### src/rtl/main_pkg.sv
// main_pkg: shared state encoding, operation bit indices and datapath width.
package main_pkg;
  localparam int WIDTH = 8;
  localparam logic [1:0] CLEAR = 2'b00;
  localparam logic [1:0] LOAD  = 2'b01;
  localparam logic [1:0] HOLD  = 2'b10;
  localparam logic [1:0] ERR   = 2'b11;
  localparam int OP_ADD = 0;
  localparam int OP_SUB = 1;
  localparam int OP_MUL = 2;
  localparam int OP_AND = 3;
  localparam int OP_OR  = 4;
  localparam int OP_XOR = 5;
endpackage

### src/rtl/main_alu_core.sv
// alu_core: one-hot selected combinational operation on two operands.
module alu_core
  import main_pkg::*;
#(
  parameter int WIDTH = main_pkg::WIDTH,
  parameter int W_OPS = 6
) (
  input  logic [WIDTH-1:0] a,
  input  logic [WIDTH-1:0] b,
  input  logic [W_OPS-1:0] out_sel,
  output logic [WIDTH-1:0] result
);
  localparam logic [W_OPS-1:0] ONE = W_OPS'(1);
  logic [WIDTH-1:0] w_mul;
  assign w_mul = a * b;
  // Zero, multi-hot and X-carrying selects match no item and fall to default.
  always_comb begin
    result = '0;
    case (out_sel)
      ONE << OP_ADD: result = a + b;
      ONE << OP_SUB: result = a - b;
      ONE << OP_MUL: result = w_mul;
      ONE << OP_AND: result = a & b;
      ONE << OP_OR:  result = a | b;
      ONE << OP_XOR: result = a ^ b;
      default:       result = '0;
    endcase
  end
endmodule

### src/rtl/main.sv
// main: command FSM with operand registers feeding a one-hot ALU.
module main
  import main_pkg::*;
#(
  parameter int WIDTH = main_pkg::WIDTH,
  parameter int W_OPS = 6
) (
  input  logic             clk,
  input  logic             reset_n,
  input  logic [2:0]       in_sel,
  input  logic [WIDTH-1:0] num1,
  input  logic [WIDTH-1:0] num2,
  input  logic [W_OPS-1:0] out_sel,
  output logic [WIDTH-1:0] out,
  output logic [1:0]       currState,
  output logic [1:0]       nextState
);
  logic [1:0]       r_rst_sync;
  logic             w_rst_n;
  logic [WIDTH-1:0] r_a, r_b, w_res;
  // Reset asserts immediately but releases only after two clk edges.
  always_ff @(posedge clk or negedge reset_n)
    if (!reset_n) r_rst_sync <= 2'b00;
    else r_rst_sync <= {r_rst_sync[0], 1'b1};
  assign w_rst_n = r_rst_sync[1];
  always_comb begin
    nextState = ERR;
    case (in_sel)
      3'b001:         nextState = CLEAR;
      3'b010:         nextState = LOAD;
      3'b100, 3'b000: nextState = HOLD;
      default:        nextState = ERR;
    endcase
  end
  always_ff @(posedge clk or negedge w_rst_n)
    if (!w_rst_n) begin
      currState <= CLEAR;
      r_a <= '0;
      r_b <= '0;
    end else begin
      currState <= nextState;
      r_a <= nextState == LOAD ? num1 : nextState == CLEAR ? '0 : r_a;
      r_b <= nextState == LOAD ? num2 : nextState == CLEAR ? '0 : r_b;
    end
  alu_core #(.WIDTH(WIDTH), .W_OPS(W_OPS)) u_alu (
    .a(r_a), .b(r_b), .out_sel(out_sel), .result(w_res)
  );
  assign out = (currState == LOAD || currState == HOLD) ? w_res : '0;
endmodule

### config.mk
export PLATFORM = sky130hd
export DESIGN_NAME = main
export DESIGN_NICKNAME = d
export VERILOG_FILES = /design/src/rtl/main_pkg.sv /design/src/rtl/main_alu_core.sv /design/src/rtl/main.sv
export SDC_FILE = /design/constraint.sdc
export NUM_CORES = 1
export LEC_CHECK = 0
export ABC_AREA = 1
export CAP_MARGIN = 10
export CELL_PAD_IN_SITES_DETAIL_PLACEMENT = 0
export CELL_PAD_IN_SITES_GLOBAL_PLACEMENT = 1
export CORE_UTILIZATION = 41
export CTS_CLUSTER_SIZE = 40
export DETAILED_ROUTE_END_ITERATION = 10
export PLACE_DENSITY_LB_ADDON = 0.1
export SLEW_MARGIN = 10
export SYNTH_ARGS = -nofsm -noshare
export SYNTH_HDL_FRONTEND = slang
export SYNTH_SLANG_ARGS = --single-unit
### constraint.sdc
create_clock -name clk -period 5.13 [get_ports clk]
set_input_delay 1.026 -clock clk [delete_from_list [all_inputs] [get_ports clk]]
set_output_delay 1.026 -clock clk [all_outputs]
set_load 0.02 [all_outputs]
==> results.py, run 1 <==
metrics = {
    "pwr": {
        "switching_share_pct": 43.4,
        "power_switching_w": 0.000352,
        "p_seq_share_pct": 24.5,
        "vdd_drop_max_mv": 0.209,
        "p_comb_share_pct": 60.6,
        "leakage_nw": 2.08,
        "p_clk_share_pct": 14.9,
        "power_density_mw_per_mm2": 214,
        "p_int_w": 0.000460,
    },
    "global_route": {
        "first_global_vias": 2801,
        "grt_start_max_net_pins": 19,
        "overflow": 0,
        "grt_use_total_pct": 22.8,
        "grt_antenna_before_repair": 0,
        "grt_first_pass_wirelength_um": 12900,
    },
    "job": {
        "drv_cap": 0,
    },
    "yosys": {
        "synth-main-ff-cell": "dfrtp_1",
        "synthCells": 419,
        "ys_seq_elements": 20,
        "synth_edf_count": 0,
        "ys_types": 41,
        "syn_avg_cell_area_um2": 6.97,
        "synth-seq-area-share_pct": 17.1,
        "yosysWarnings": 0,
        "synth.cell_area_mm2": 0.00292,
        "synth_fp_nets": 499,
        "async_reset_ff_share_pct": 100,
    },
    "clock_network": {
        "clock_latency_ns": 0.26,
        "htreeDepth": 1,
        "clk_pin_slew_ns": 0.08,
        "numCtsBuffers": 3,
        "clockRootBuffer": "clkbuf_8",
        "cts_tree": "done",
        "cts_hold_buffers": 0,
        "cts_sinks": 20,
        "clk_path_buf_depth": 2,
    },
    "worst_setup_path": {
        "r2r-end": "r_b[4]",
        "crit_path_max_incr_delay_ns": 0.53,
        "startpoint_type": "flop",
        "crit_fanout": 6,
        "reg2reg_slack_ns": 4.04,
        "critPathSlowestCell": "fa_1",
        "crit_path_start": "r_b[2]",
        "r2r.worst_path.cells": 4,
        "critPathKind": "flop to primary output",
        "crit_top_cell": "inv_1",
        "crit_required_ns": 4.10,
        "cp_data_arrival_time_ns": 3.98,
        "cp_top_family": "adder cells",
        "cp-end-kind": "primary output",
        "crit_buf_inv": 6,
        "crit_chain": "ha_1 -> inv_1 -> fa_2 -> inv_2 -> fa_1 -> ha_1 -> inv_1 -> fa_1 -> inv_1 -> ha_4 -> buf_4 -> or2_2 -> nand3_1 -> o211ai_1 -> a21oi_1 -> a21oi_1 -> buf_4",
        "rr_startpoint": "r_b[4]",
    },
    "cells_and_area": {
        "area_growth_pct": 30.1,
        "fillers": 724,
        "drive_gt1_share_pct": 21.4,
        "fin_cells": 591,
        "nNetsFinal": 576,
        "fin_area_mm2": 0.00380,
        "utilization_pct": 55.6,
        "antenna_cells": 0,
    },
    "drt": {
        "viasPerCell": 4.70,
        "drc": 0,
        "vias": 2777,
        "detail-route-antenna-nets": 0,
        "wl_per_cell_um": 13.5,
        "drtIter0Drc": 83,
        "first_pass_iters": 4,
        "wl_um": 7970,
    },
    "placed_design": {
        "numPortBuffers": 38,
        "post-dp-hpwl_um": 6690,
        "dp_cells": 581,
        "post_dp_cell_area_mm2": 0.00362,
        "place_congestion": 0.830,
    },
    "timing": {
        "slew_viol_final": 0,
        "finalCriticalPeriod_ns": 5.00,
        "rsz0062_at_grt": "true",
        "tns_ns": 0,
        "finClkSkew_ns": 0.00304,
        "hold_ws_ns": 0.317,
        "setup_viol": 0,
        "hold_viol": 0,
        "worst_pin_slew_ns": 0.749,
        "fin_crit_sh_pct": 97.6,
        "maxSlewHeadroom_pct": 50.1,
        "max_freq_ghz": 0.200,
    },
    "floorplanning": {
        "ios": 39,
        "die_area_mm2": 0.00747,
        "num_rows": 30,
        "core_mm2": 0.00683,
        "die_y_um": 86.4,
        "start_util_pct": 42.8,
        "die_w_um": 86.4,
    },
    "hold_path": {
        "hold_path_class": "flop to asynchronous set/reset pin",
    },
    "status": {
        "outcome": "finished, final reports clean",
    },
}
-- worst reg2reg max path: stages (launching register included) --
cell and delay [ns]:
dfrtp_1 0.42, buf_4 0.15, buf_4 0.14, inv_1 0.15
o21ai_0 0.11
-- synthesized netlist by cell type, types with 4 or more instances --
library cell,n,share of area (%)
nand2_1,115,15
inv_1,81,10
ha_1,40,17
o21ai_0,21,3.6
dfrtp_1,20,17
nor2_1,20,2.6
nand3_1,15,2.6
fa_1,13,8.9
a21oi_1,10,1.7
inv_2,9,1.2
nand2_2,9,1.9
a31oi_1,7,1.5
xor2_1,7,2.1
a221oi_1,4,1.2
buf_6,4,1.5
or2_2,4,0.86
-- placed cells by master (no fill, tap or decap), drive strengths merged --
master / count
dlygate4sd2: 1
clkinv: 4
nand4: 2
a21oi: 11
fa: 13
xor2: 7
inv: 90
or2: 5
clkbuf: 4
o211ai: 2
clkdlybuf4s50: 34
nor3b: 1
a21o: 1
a31oi: 7
xnor2: 3
nor2: 25
conb: 1
nand3b: 3
o21bai: 1
nor3: 3
ha: 40
nand2: 126
buf: 44
dfrtp: 20
a221oi: 5
nand3: 19
o21ai: 23
-- final cells by class --
class                   instances  area (um2)  area share, %
clock buffers                   4        55.1           1.45
well taps                      96         120           3.16
multi-input cells             298        2080           54.7
repair buffers                 79         687           18.1
flip-flops and latches         20         503           13.2
inverters                      94         355           9.35
-- per-stage QoR --
stage / setup WS (ns) / power, W
finish: 0.125 / 0.000813
global route: -0.100 / 0.000895
CTS: -0.0289 / 0.000788
detailed placement: -0.195 / 0.000664
global placement: -0.109 / 0.000658
floorplan: 0.382 / 0.000500
-- state kept, by name (all words and copies together), names as in the netlist --
signal / flops
r_a: 8
r_rst_sync: 2
currState: 2
r_b: 8
-- power groups by stage --
stage / sequential [W] / combinational (W) / clock, W
after floorplan: 0.000203 / 0.000297 / 0
after global placement: 0.000199 / 0.000458 / 0
after detailed placement: 0.000201 / 0.000463 / 0
after CTS: 0.000198 / 0.000466 / 0.000123
after global routing: 0.000203 / 0.000562 / 0.000131
final: 0.000199 / 0.000493 / 0.000121
-- metal layers --
metal	vias to the layer above	share of wire, %	track usage [%]
li1	1446	-	-
met1	1263	46	29.1
met2	54	49	41.0
met3	14	2.5	2.10
met4	0	2.7	6.21
met5	-	0	0
-- cells by family (layout without fill, tap and decap cells) --
| group | Yosys count | in the layout | share of synthesized area [%] |
|---|---|---|---|
| buffers and inverters | 101 | 177 | 14.3 |
| adders and majority gates | 53 | 53 | 26.0 |
| and+or+nand+nor | 184 | 184 | 29.3 |
| other | 1 | 1 | 0.128 |
| xor gates and xnor gates | 10 | 10 | 3.00 |
| DFF | 20 | 20 | 17.1 |
| AOI/OAI and AO/OA | 50 | 50 | 10.2 |
-- worst max path at each step --
stage | endpoint | slack, ns | depth (start not counted)
floorplan | out[7] | 0.38 | 16
finish | out[5] | 0.13 | 17
detailed placement | out[7] | -0.20 | 17
global placement | out[7] | -0.11 | 17
global route | out[7] | -0.10 | 22
CTS | out[7] | -0.03 | 18
-- repair_timing --
item / 4_1_cts / 5_1_grt
setup buffers: 0 / 6
pin swaps: 0 / 10
gates resized for setup: 16 / 22
endpoints found under the setup margin: 4 / 4
Note: power is estimated with default switching activity, not from simulation.
==> run 2: changes to the inputs <==
--- a/config.mk
+++ b/config.mk
@@ -13,6 +13,7 @@
 export CTS_CLUSTER_SIZE = 40
 export DETAILED_ROUTE_END_ITERATION = 10
 export PLACE_DENSITY_LB_ADDON = 0.1
+export REMOVE_ABC_BUFFERS = 1
 export SLEW_MARGIN = 10
 export SYNTH_ARGS = -nofsm -noshare
 export SYNTH_HDL_FRONTEND = slang
==> constraint.sdc (replaced) <==
create_clock -name clk -period 5.2 [get_ports clk]
set_input_delay 1.04 -clock clk [delete_from_list [all_inputs] [get_ports clk]]
set_output_delay 1.04 -clock clk [all_outputs]
set_load 0.02 [all_outputs]
==> run 2 against run 1 <==
Against the previous run: register-to-register slack improved by 0.13 ns; clock skew fell by 0.0016 ns; first-iteration DRC count fell by 13%; final area fell by 3.5%; largest power group unchanged; via count fell by 1.2%; combinational power fell by 6.3%; clock-buffer cell count did not move; routed wire length fell by 4.1%.
==> results.py, run 2 (synthesis results as in run 1) <==
metrics = {
    "status": {
        "outcome": "finished, final reports clean",
    },
    "pwr": {
        "switching_share_pct": 43.3,
        "p_clk_share_pct": 15.2,
        "p_total_w": 0.000774,
        "p_int_w": 0.000439,
        "p_comb_share_pct": 59.7,
        "power_switching_w": 0.000336,
        "vdd_drop_max_mv": 0.163,
        "leakage_nw": 2.03,
        "p_seq_share_pct": 25.2,
        "power_density_mw_per_mm2": 211,
    },
    "timing": {
        "slew_viol_final": 0,
        "max_freq_ghz": 0.196,
        "finClkSkew_ns": 0.00141,
        "finalCriticalPeriod_ns": 5.10,
        "fin_crit_sh_pct": 98.1,
        "setup_viol": 0,
        "hold_viol": 0,
        "worst_pin_slew_ns": 0.743,
        "maxSlewHeadroom_pct": 50.5,
        "rsz0062_at_grt": "true",
    },
    "clock_network": {
        "clockRootBuffer": "clkbuf_8",
        "clock_latency_ns": 0.25,
        "cts_sinks": 20,
        "clk_pin_slew_ns": 0.07,
        "numCtsBuffers": 3,
        "cts_hold_buffers": 0,
        "htreeDepth": 1,
        "clk_path_buf_depth": 2,
        "cts_tree": "done",
    },
    "cells_and_area": {
        "drive_gt1_share_pct": 17.4,
        "nNetsFinal": 563,
        "top_regs": "r_a x8, r_b x8",
        "utilization_pct": 53.7,
        "area_growth_pct": 25.6,
        "antenna_cells": 0,
        "final_common_cell": "nand2_1",
        "final_cell_mix": "115 x nand2_1, 79 x inv_1, 36 x ha_1, 34 x clkdlybuf4s50_1, 28 x buf_4",
        "fillers": 712,
    },
    "drt": {
        "drc": 0,
        "wl_um": 7650,
        "first_pass_iters": 4,
        "drtIter0Drc": 72,
        "detail-route-antenna-nets": 0,
        "viasPerCell": 4.75,
        "wl_per_cell_um": 13.2,
        "vias": 2745,
    },
    "floorplanning": {
        "start_util_pct": 42.8,
        "die_w_um": 86.4,
        "ios": 39,
        "num_rows": 30,
        "die_area_mm2": 0.00747,
        "core_mm2": 0.00683,
        "die_y_um": 86.4,
    },
    "placed_design": {
        "place_congestion": 0.885,
        "post-dp-hpwl_um": 6440,
        "numPortBuffers": 38,
    },
    "global_route": {
        "grt_start_max_net_pins": 19,
        "first_global_vias": 2688,
        "grt_use_total_pct": 22.2,
        "grt_antenna_before_repair": 0,
        "grt_first_pass_wirelength_um": 12800,
        "overflow": 0,
    },
    "worst_setup_path": {
        "crit_fanout": 4,
        "cp-end-kind": "primary output",
        "cp_data_arrival_time_ns": 4.06,
        "critPathKind": "flop to primary output",
        "crit_required_ns": 4.16,
        "startpoint_type": "flop",
    },
    "job": {
        "drv_cap": 0,
    },
    "hold_path": {
        "hold_path_class": "flop to asynchronous set/reset pin",
    },
}
## run 2: cell types whose count changed in the layout (fill, tap and decap cells not counted), moves of 2 or more
cell / delta
buf_4: -14
nand2_1: +2
fa_1: +2
fa_2: -2
nand2_2: -2
## run 2: power groups by stage
stage	Sequential (W)	Clock (W)	Combinational (W)
6_report	0.000195	0.000118	0.000462
5_1_grt	0.000198	0.000129	0.000525
4_1_cts	0.000194	0.000120	0.000454
3_5_place_dp	0.000197	0	0.000443
3_3_place_gp	0.000197	0	0.000439
2_1_floorplan	0.000209	0	0.000274
## run 2: path summary, 6_finish.rpt
| path | cells after the start | end | slack (ns) | from |
|---|---|---|---|---|
| setup / recovery | 18 | out[7] | 0.1 | r_b[3] |
| hold / removal | 0 | r_a[7] | 0.31 | r_rst_sync[1] |
| setup reg to reg | 3 | r_b[0] | 4.17 | r_b[0] |
| hold reg to reg | 0 | r_a[7] | 0.31 | r_rst_sync[1] |
| max in group asynchronous | 1 | r_rst_sync[0] | 4.15 | reset_n |
| min in group clk | 0 | r_rst_sync[1] | 0.36 | r_rst_sync[0] |
## run 2: metal layers
layer  GRT usage (%)  wire length (um)
met5               0                 0
met4            6.21               199
met3            2.29               310
met2            39.5              3730
met1            28.6              3410
## run 2: area by class of cell
| cell class | count | area [um2] | area share [%] |
|---|---|---|---|
| well taps | 96 | 120 | 3.27 |
| inverters | 94 | 355 | 9.68 |
| clock buffers | 4 | 55.1 | 1.50 |
| repair buffers | 66 | 591 | 16.1 |
| flip-flops and latches | 20 | 502 | 13.7 |
| multi-input cells | 298 | 2050 | 55.8 |
## run 2: repair_timing
item	CTS	global route
setup endpoints to repair	3	5
gates resized for setup	13	15
setup buffers	1	2
pin swaps	0	2
## run 2: per-stage QoR
step,setup slack (ns),setup TNS (ns),cells,cell area (um2),hold WS (ns)
after floorplan,0.398,0,412,2860,0.227
after global placement,-0.0644,-0.0918,571,3550,0.324
after detailed placement,-0.108,-0.261,571,3550,0.328
after CTS,0.0330,0,576,3620,0.338
after global routing,-0.0611,-0.104,578,3670,0.366
final,0.0976,0,578,3670,0.312
## run 2: critical path, cell delays in order (launching register included)
cell and delay [ns]:
dfrtp_1 0.40, ha_2 0.20, inv_1 0.05, fa_1 0.50
inv_1 0.04, ha_1 0.29, fa_1 0.53, inv_1 0.05
fa_1 0.52, inv_1 0.07, ha_4 0.24, inv_2 0.05
o21bai_1 0.06, a31oi_1 0.20, inv_1 0.07, nand3_1 0.09
nand3_2 0.11, a21oi_2 0.19, buf_6 0.14
==> run 3: changes to the inputs <==
--- a/config.mk
+++ b/config.mk
@@ -12,6 +12,8 @@
 export CORE_UTILIZATION = 41
 export CTS_CLUSTER_SIZE = 40
 export DETAILED_ROUTE_END_ITERATION = 10
+export GPL_ROUTABILITY_DRIVEN = 0
+export HOLD_SLACK_MARGIN = 0.08
 export PLACE_DENSITY_LB_ADDON = 0.1
 export REMOVE_ABC_BUFFERS = 1
 export SLEW_MARGIN = 10
==> results of run 3 <==
Same layout as run 2: the final DEF is identical, and so are final timing and power.
